===== config.mk =====
export PLATFORM = sky130hd
export DESIGN_NAME = sdram_arbiter
export DESIGN_NICKNAME = d
export VERILOG_FILES = /design/src/rtl/sdram_pkg.sv /design/src/rtl/sdram_arbiter_rr.sv /design/src/rtl/sdram_arbiter.sv
export SDC_FILE = /design/constraint.sdc
export NUM_CORES = 1
export LEC_CHECK = 0
export ABC_AREA = 1
export CORE_MARGIN = 3
export CORE_UTILIZATION = 42
export DETAILED_ROUTE_END_ITERATION = 12
export PLACE_DENSITY = 0.91
export SKIP_CTS_REPAIR_TIMING = 1
export SLEW_MARGIN = 20
export SYNTH_ARGS = -nofsm -noshare
export SYNTH_HDL_FRONTEND = slang
export SYNTH_HIERARCHICAL = 1
export SYNTH_SLANG_ARGS = --single-unit

===== constraint.sdc =====
create_clock -name i_sys_clk -period 2.2 [get_ports i_sys_clk]
set_input_delay 0.44 -clock i_sys_clk [delete_from_list [all_inputs] [get_ports i_sys_clk]]
set_output_delay 0.44 -clock i_sys_clk [all_outputs]
set_load 0.02 [all_outputs]

===== src/rtl/sdram_pkg.sv =====
// Shared SDRAM definitions: address packing, data width and arbiter state encoding.
package sdram_pkg;

   localparam int RowWidth  = 12;
   localparam int ColWidth  = 8;
   localparam int BankWidth = 2;
   localparam int AddrWidth = RowWidth + ColWidth + BankWidth;
   localparam int DataWidth = 16;

   typedef enum logic [1:0] {
      ARB_IDLE  = 2'd0,
      ARB_ISSUE = 2'd1,
      ARB_WAIT  = 2'd2
   } arb_state_e;

   // Builds a controller address from its fields: {row, col, bank}.
   function automatic logic [AddrWidth-1:0] pack_addr(
      input logic [RowWidth-1:0]  row,
      input logic [ColWidth-1:0]  col,
      input logic [BankWidth-1:0] bank
   );
      return {row, col, bank};
   endfunction

endpackage


===== src/rtl/sdram_arbiter_rr.sv =====
// Combinational round-robin picker: first requester after 'last', wrapping modulo N.
module rr_arbiter #(
   parameter int N = 2
) (
   input  logic [N-1:0]         req,
   input  logic [$clog2(N)-1:0] last,
   output logic [N-1:0]         gnt,
   output logic [$clog2(N)-1:0] gnt_idx
);
   import sdram_pkg::*;

   localparam int IdxWidth = $clog2(N);

   int                  pos_s;
   logic [IdxWidth-1:0] pos_idx_s;
   logic                found_s;

   // Scan every port once, starting just after the previous winner.
   always_comb begin
      gnt       = '0;
      gnt_idx   = '0;
      found_s   = 1'b0;
      pos_s     = 0;
      pos_idx_s = '0;
      for (int i = 1; i <= N; i++) begin
         pos_s     = (int'(last) + i) % N;
         pos_idx_s = IdxWidth'(pos_s);
         if (!found_s && req[pos_idx_s]) begin
            found_s        = 1'b1;
            gnt[pos_idx_s] = 1'b1;
            gnt_idx        = pos_idx_s;
         end else begin
            found_s = found_s;
         end
      end
   end

endmodule


===== src/rtl/sdram_arbiter.sv =====
// Round-robin front end sharing one sdram_ctrl among NumPorts clients,
// one transaction in flight, with a completion timeout.
module sdram_arbiter #(
   parameter int NumPorts      = 2,
   parameter int AddrWidth     = sdram_pkg::AddrWidth,
   parameter int DataWidth     = sdram_pkg::DataWidth,
   parameter int TimeoutCycles = 1024
) (
   input  logic                                i_sys_clk,
   input  logic                                i_rst,
   input  logic [NumPorts-1:0]                 i_req_valid,
   input  logic [NumPorts-1:0]                 i_req_we,
   input  logic [NumPorts-1:0][AddrWidth-1:0]  i_req_addr,
   input  logic [NumPorts-1:0][DataWidth-1:0]  i_req_wdata,
   output logic [NumPorts-1:0]                 o_req_ready,
   output logic [NumPorts-1:0]                 o_rd_valid,
   output logic [DataWidth-1:0]                o_rd_data,
   output logic [NumPorts-1:0]                 o_err,
   output logic                                o_ctrl_wr_req,
   output logic                                o_ctrl_rd_req,
   output logic [AddrWidth-1:0]                o_ctrl_wr_addr,
   output logic [AddrWidth-1:0]                o_ctrl_rd_addr,
   output logic [DataWidth-1:0]                o_ctrl_wr_data,
   input  logic                                i_ctrl_ready,
   input  logic                                i_ctrl_done,
   input  logic [DataWidth-1:0]                i_ctrl_rd_data
);
   import sdram_pkg::*;

   localparam int IdxWidth = $clog2(NumPorts);
   localparam int CntWidth = $clog2(TimeoutCycles);
   localparam logic [CntWidth-1:0] CntMax   = CntWidth'(TimeoutCycles - 1);
   localparam logic [CntWidth-1:0] CntOne   = CntWidth'(1'b1);
   localparam logic [IdxWidth-1:0] LastInit = IdxWidth'(NumPorts - 1);
   localparam logic [NumPorts-1:0] OneHot0  = {{(NumPorts-1){1'b0}}, 1'b1};

   arb_state_e           state_r;
   arb_state_e           state_s;
   logic [IdxWidth-1:0]  last_grant_r;
   logic [IdxWidth-1:0]  owner_r;
   logic                 we_r;
   logic [CntWidth-1:0]  cnt_r;

   logic [NumPorts-1:0]  gnt_s;
   logic [IdxWidth-1:0]  gnt_idx_s;
   logic [NumPorts-1:0]  ready_s;
   logic                 accept_s;
   logic                 done_s;
   logic                 timeout_s;

   logic [NumPorts-1:0]  rd_valid_r;
   logic [DataWidth-1:0] rd_data_r;
   logic [NumPorts-1:0]  err_r;
   logic                 ctrl_wr_req_r;
   logic                 ctrl_rd_req_r;
   logic [AddrWidth-1:0] ctrl_wr_addr_r;
   logic [AddrWidth-1:0] ctrl_rd_addr_r;
   logic [DataWidth-1:0] ctrl_wr_data_r;

   rr_arbiter #(
      .N (NumPorts)
   ) u_rr (
      .req     (i_req_valid),
      .last    (last_grant_r),
      .gnt     (gnt_s),
      .gnt_idx (gnt_idx_s)
   );

   // Next-state logic; ready is the picker's grant, only in IDLE with the controller free.
   always_comb begin
      state_s   = state_r;
      ready_s   = '0;
      accept_s  = 1'b0;
      done_s    = 1'b0;
      timeout_s = 1'b0;
      case (state_r)
         ARB_IDLE: begin
            if (!i_rst && i_ctrl_ready && (|i_req_valid)) begin
               ready_s  = gnt_s;
               accept_s = 1'b1;
               state_s  = ARB_ISSUE;
            end else begin
               state_s = ARB_IDLE;
            end
         end
         ARB_ISSUE: begin
            state_s = ARB_WAIT;
         end
         ARB_WAIT: begin
            if (i_ctrl_done) begin
               done_s  = 1'b1;
               state_s = ARB_IDLE;
            end else if (cnt_r == CntMax) begin
               timeout_s = 1'b1;
               state_s   = ARB_IDLE;
            end else begin
               state_s = ARB_WAIT;
            end
         end
         default: begin
            state_s = ARB_IDLE;
         end
      endcase
   end

   // State register.
   always_ff @(posedge i_sys_clk) begin
      if (i_rst) begin
         state_r <= ARB_IDLE;
      end else begin
         state_r <= state_s;
      end
   end

   // Transaction latches, timeout counter, command pulses and return routing.
   always_ff @(posedge i_sys_clk) begin
      if (i_rst) begin
         last_grant_r   <= LastInit;
         owner_r        <= '0;
         we_r           <= 1'b0;
         cnt_r          <= '0;
         rd_valid_r     <= '0;
         rd_data_r      <= '0;
         err_r          <= '0;
         ctrl_wr_req_r  <= 1'b0;
         ctrl_rd_req_r  <= 1'b0;
         ctrl_wr_addr_r <= '0;
         ctrl_rd_addr_r <= '0;
         ctrl_wr_data_r <= '0;
      end else begin
         ctrl_wr_req_r <= 1'b0;
         ctrl_rd_req_r <= 1'b0;
         rd_valid_r    <= '0;
         err_r         <= '0;

         // Accept: latch the request so the pulse appears in the ISSUE cycle.
         if (accept_s) begin
            owner_r      <= gnt_idx_s;
            we_r         <= i_req_we[gnt_idx_s];
            last_grant_r <= gnt_idx_s;
            if (i_req_we[gnt_idx_s]) begin
               ctrl_wr_req_r  <= 1'b1;
               ctrl_wr_addr_r <= i_req_addr[gnt_idx_s];
               ctrl_wr_data_r <= i_req_wdata[gnt_idx_s];
            end else begin
               ctrl_rd_req_r  <= 1'b1;
               ctrl_rd_addr_r <= i_req_addr[gnt_idx_s];
            end
         end

         // Counter starts from zero on the first WAIT cycle and saturates.
         if (state_r == ARB_ISSUE) begin
            cnt_r <= '0;
         end else if ((state_r == ARB_WAIT) && !i_ctrl_done && (cnt_r != CntMax)) begin
            cnt_r <= cnt_r + CntOne;
         end

         if (done_s && !we_r) begin
            rd_valid_r <= OneHot0 << owner_r;
            rd_data_r  <= i_ctrl_rd_data;
         end

         // A timed-out read still returns a (zero) word so the client is not left waiting.
         if (timeout_s) begin
            err_r <= OneHot0 << owner_r;
            if (!we_r) begin
               rd_valid_r <= OneHot0 << owner_r;
               rd_data_r  <= '0;
            end
         end
      end
   end

   assign o_req_ready    = ready_s;
   assign o_rd_valid     = rd_valid_r;
   assign o_rd_data      = rd_data_r;
   assign o_err          = err_r;
   assign o_ctrl_wr_req  = ctrl_wr_req_r;
   assign o_ctrl_rd_req  = ctrl_rd_req_r;
   assign o_ctrl_wr_addr = ctrl_wr_addr_r;
   assign o_ctrl_rd_addr = ctrl_rd_addr_r;
   assign o_ctrl_wr_data = ctrl_wr_data_r;

endmodule


==> results.ini <==
[clocking]
h-tree-depth = 3
clock_sinks = 97
cts_buffer_depth = 2
insertion_delay_ns = 0.35
cts_made_buffers = 9
path_clk_slew_ns = 0.10
cts_tree = done
clock-root-buffer = clkbuf_8

[setup_path]
startpoint = i_ctrl_ready
reg2reg_slack_ns = 0.45
rr_endpoint = o_rd_data[13]
cp.arrival_ns = 1.61
endpoint = o_req_ready[0]
worst-r2r-cell-count = 7
crit_required_ns = 1.76
cp-start-kind = input pin
end_kind = output pin
crit_type = input pin to output pin
crit_fanout = 3
timing.rr.start = cnt_r[0]

[route]
vias = 4004
first_iter_violations = 139
ant_nets = 0
finalWirelength_um = 11800
viasPerCell = 4.94
drtPass1Iterations = 4
post_drt_wl_per_cell_um = 14.6
drcViolationCount = 0

[final_layout]
nets = 777
mostFrequentLayoutCells = clkdlybuf4s50_1, nor2_1, dfxtp_1
diodes = 0
syn_to_final_growth_pct = 53.8
layout_commonest_cell = clkdlybuf4s50_1
utilization_pct = 67.3
drive_gt1_share_pct = 12.9

[yosys]
synth_compound_area_share_pct = 9.50
netlist_area_sq_mm = 0.00408
synth_cell_types = 28
seq_area_frac_synth_pct = 47.5
synth_nets = 594
synth_fa_ha_area_share_pct = 0.306
ys_warn_count = 6
synth.avg_cell_area_sq_um = 8.28
synth_cells = 493
synth_mux_area_share_pct = 14.4
ys_seq_elements = 97
synth_xor_area_share_pct = 1.29
synth_top_family_by_area = simple AND/OR/NAND/NOR gates
synth-simple-area-share_pct = 21.2

[timing]
slew_headroom_pct = 66.9
fin_crit_ns = 2.05
setup_tns_ns = 0
clock_skew_ns = 0.00858
rsz0062_at_grt = no
setup_viol_count_final = 0
fin_crit_sh_pct = 93.1
finalMaxSlewViolations = 0
fmax_mhz = 488
worst_pin_slew_ns = 0.496
hold_viol_final = 0

[min_path]
hold_path_class = flop to flop

[pwr]
powerDensity_mw_per_mm2 = 599
peakVddDrop_mv = 0.337
leakage_nw = 2.48

[floorplanning]
pin_count = 184
initial_core_util_pct = 43.8
die_h_um = 105
core_area_sq_mm = 0.00933
fp.dieW_um = 105
dieArea_sq_mm = 0.0109
fp-row-count = 35

[placement]
hpwl_um = 9130
io_buffers = 183
gp_congestion = 0.813

[grt]
grt_pass1_wl_um = 19100
gr-total-overflow = 0
grt_max_degree = 61
grt_pass1_vias = 4109
antenna_found_initial = 0
grt.total_usage_pct = 21.2

[status]
status = finished clean

[flow_run]
max-cap-violations = 0

## worst max-delay path: stages
cell             delay, ns
clkdlybuf4s50_1       0.46
inv_1                 0.04
nor2_1                0.07
nand2_1               0.09
nor2_4                0.09
inv_1                 0.07
nor2_1                0.09
dlymetal6s2s_1        0.24
## sequential cells by signal, indices dropped and copies added, names as in the netlist, 2 cells and up, named ones only
name            flops
state_r             2
o_rd_valid          2
o_ctrl_wr_addr     22
o_err               2
o_ctrl_wr_data     16
o_rd_data          15
o_ctrl_rd_addr     22
cnt_r              10
## worst min path at each step
stage,from,cells after the start,end
2_1_floorplan,owner_r,2,owner_r
3_3_place_gp,o_ctrl_wr_addr[4],2,o_ctrl_wr_addr[4]
3_5_place_dp,o_ctrl_wr_data[6],2,o_ctrl_wr_data[6]
4_1_cts,owner_r,2,owner_r
5_1_grt,o_ctrl_wr_addr[16],2,o_ctrl_wr_addr[16]
6_report,o_ctrl_rd_addr[20],2,o_ctrl_rd_addr[20]
## cells by family after synthesis
group	after synthesis
compound gates	77
xor+xnor	6
fa+ha+maj	1
buf+inv	47
flops	97
mux	54
simple gates	211
## per-stage QoR
| stage | worst slack, ns | hold slack [ns] | power (W) | cell area, sq um | std cells |
|---|---|---|---|---|---|
| after floorplan | 0.404 | 0.442 | 0.00225 | 4080 | 493 |
| after global placement | -0.155 | 0.460 | 0.00261 | 6070 | 794 |
| after detailed placement | -0.216 | 0.470 | 0.00263 | 6070 | 794 |
| after CTS | -0.216 | 0.490 | 0.00380 | 6270 | 810 |
| after global routing | 0.00232 | 0.515 | 0.00393 | 6280 | 810 |
| final | 0.152 | 0.489 | 0.00376 | 6280 | 810 |
## synth_stat cells (all sizes together)
| cell | number | area [sq um] |
|---|---|---|
| clkbuf | 11 | 41.3 |
| o21ai | 61 | 305 |
| or2 | 2 | 12.5 |
| a211oi | 1 | 7.51 |
| nand4 | 5 | 31.3 |
| nand3 | 4 | 20.0 |
| xnor2 | 1 | 8.76 |
| dfxtp | 97 | 1940 |
| nand2 | 47 | 181 |
| ha | 1 | 12.5 |
| a21oi | 15 | 75.1 |
| mux2i | 16 | 160 |
| mux2 | 38 | 428 |
| clkinv | 3 | 16.3 |
| buf | 15 | 111 |
| inv | 18 | 67.6 |
| nor2 | 152 | 606 |
| xor2 | 5 | 43.8 |
| nand2b | 1 | 13.8 |
## power breakdown
| group | internal (W) | leakage [nW] | switching, W | total (W) |
|---|---|---|---|---|
| logic | 0.000403 | 1.59 | 0.000325 | 0.000728 |
| clock network | 0.000543 | 0.102 | 0.000628 | 0.00117 |
| registers | 0.00182 | 0.788 | 0.0000387 | 0.00186 |
| total | 0.00277 | 2.48 | 0.000992 | 0.00376 |
## area by class of cell
cell class / instances / area (sq um)
multi-input combinational: 349 / 1920
tap: 129 / 161
fill: 739 / 3050
clock buffer: 10 / 128
timing repair buffer: 198 / 1970
sequential: 97 / 1940
inverter: 21 / 83.8
clock inverter: 6 / 73.8
## per-layer routing
layer / part of all wire [%] / vias to the layer above / GRT usage, %
met5: 0 / - / 0
met4: 2.6 / 0 / 7.40
met3: 8.6 / 23 / 8.34
met2: 52 / 138 / 39.1
met1: 37 / 1881 / 21.8
li1: - / 1962 / -
Note: power is estimated with default switching activity, not from simulation.
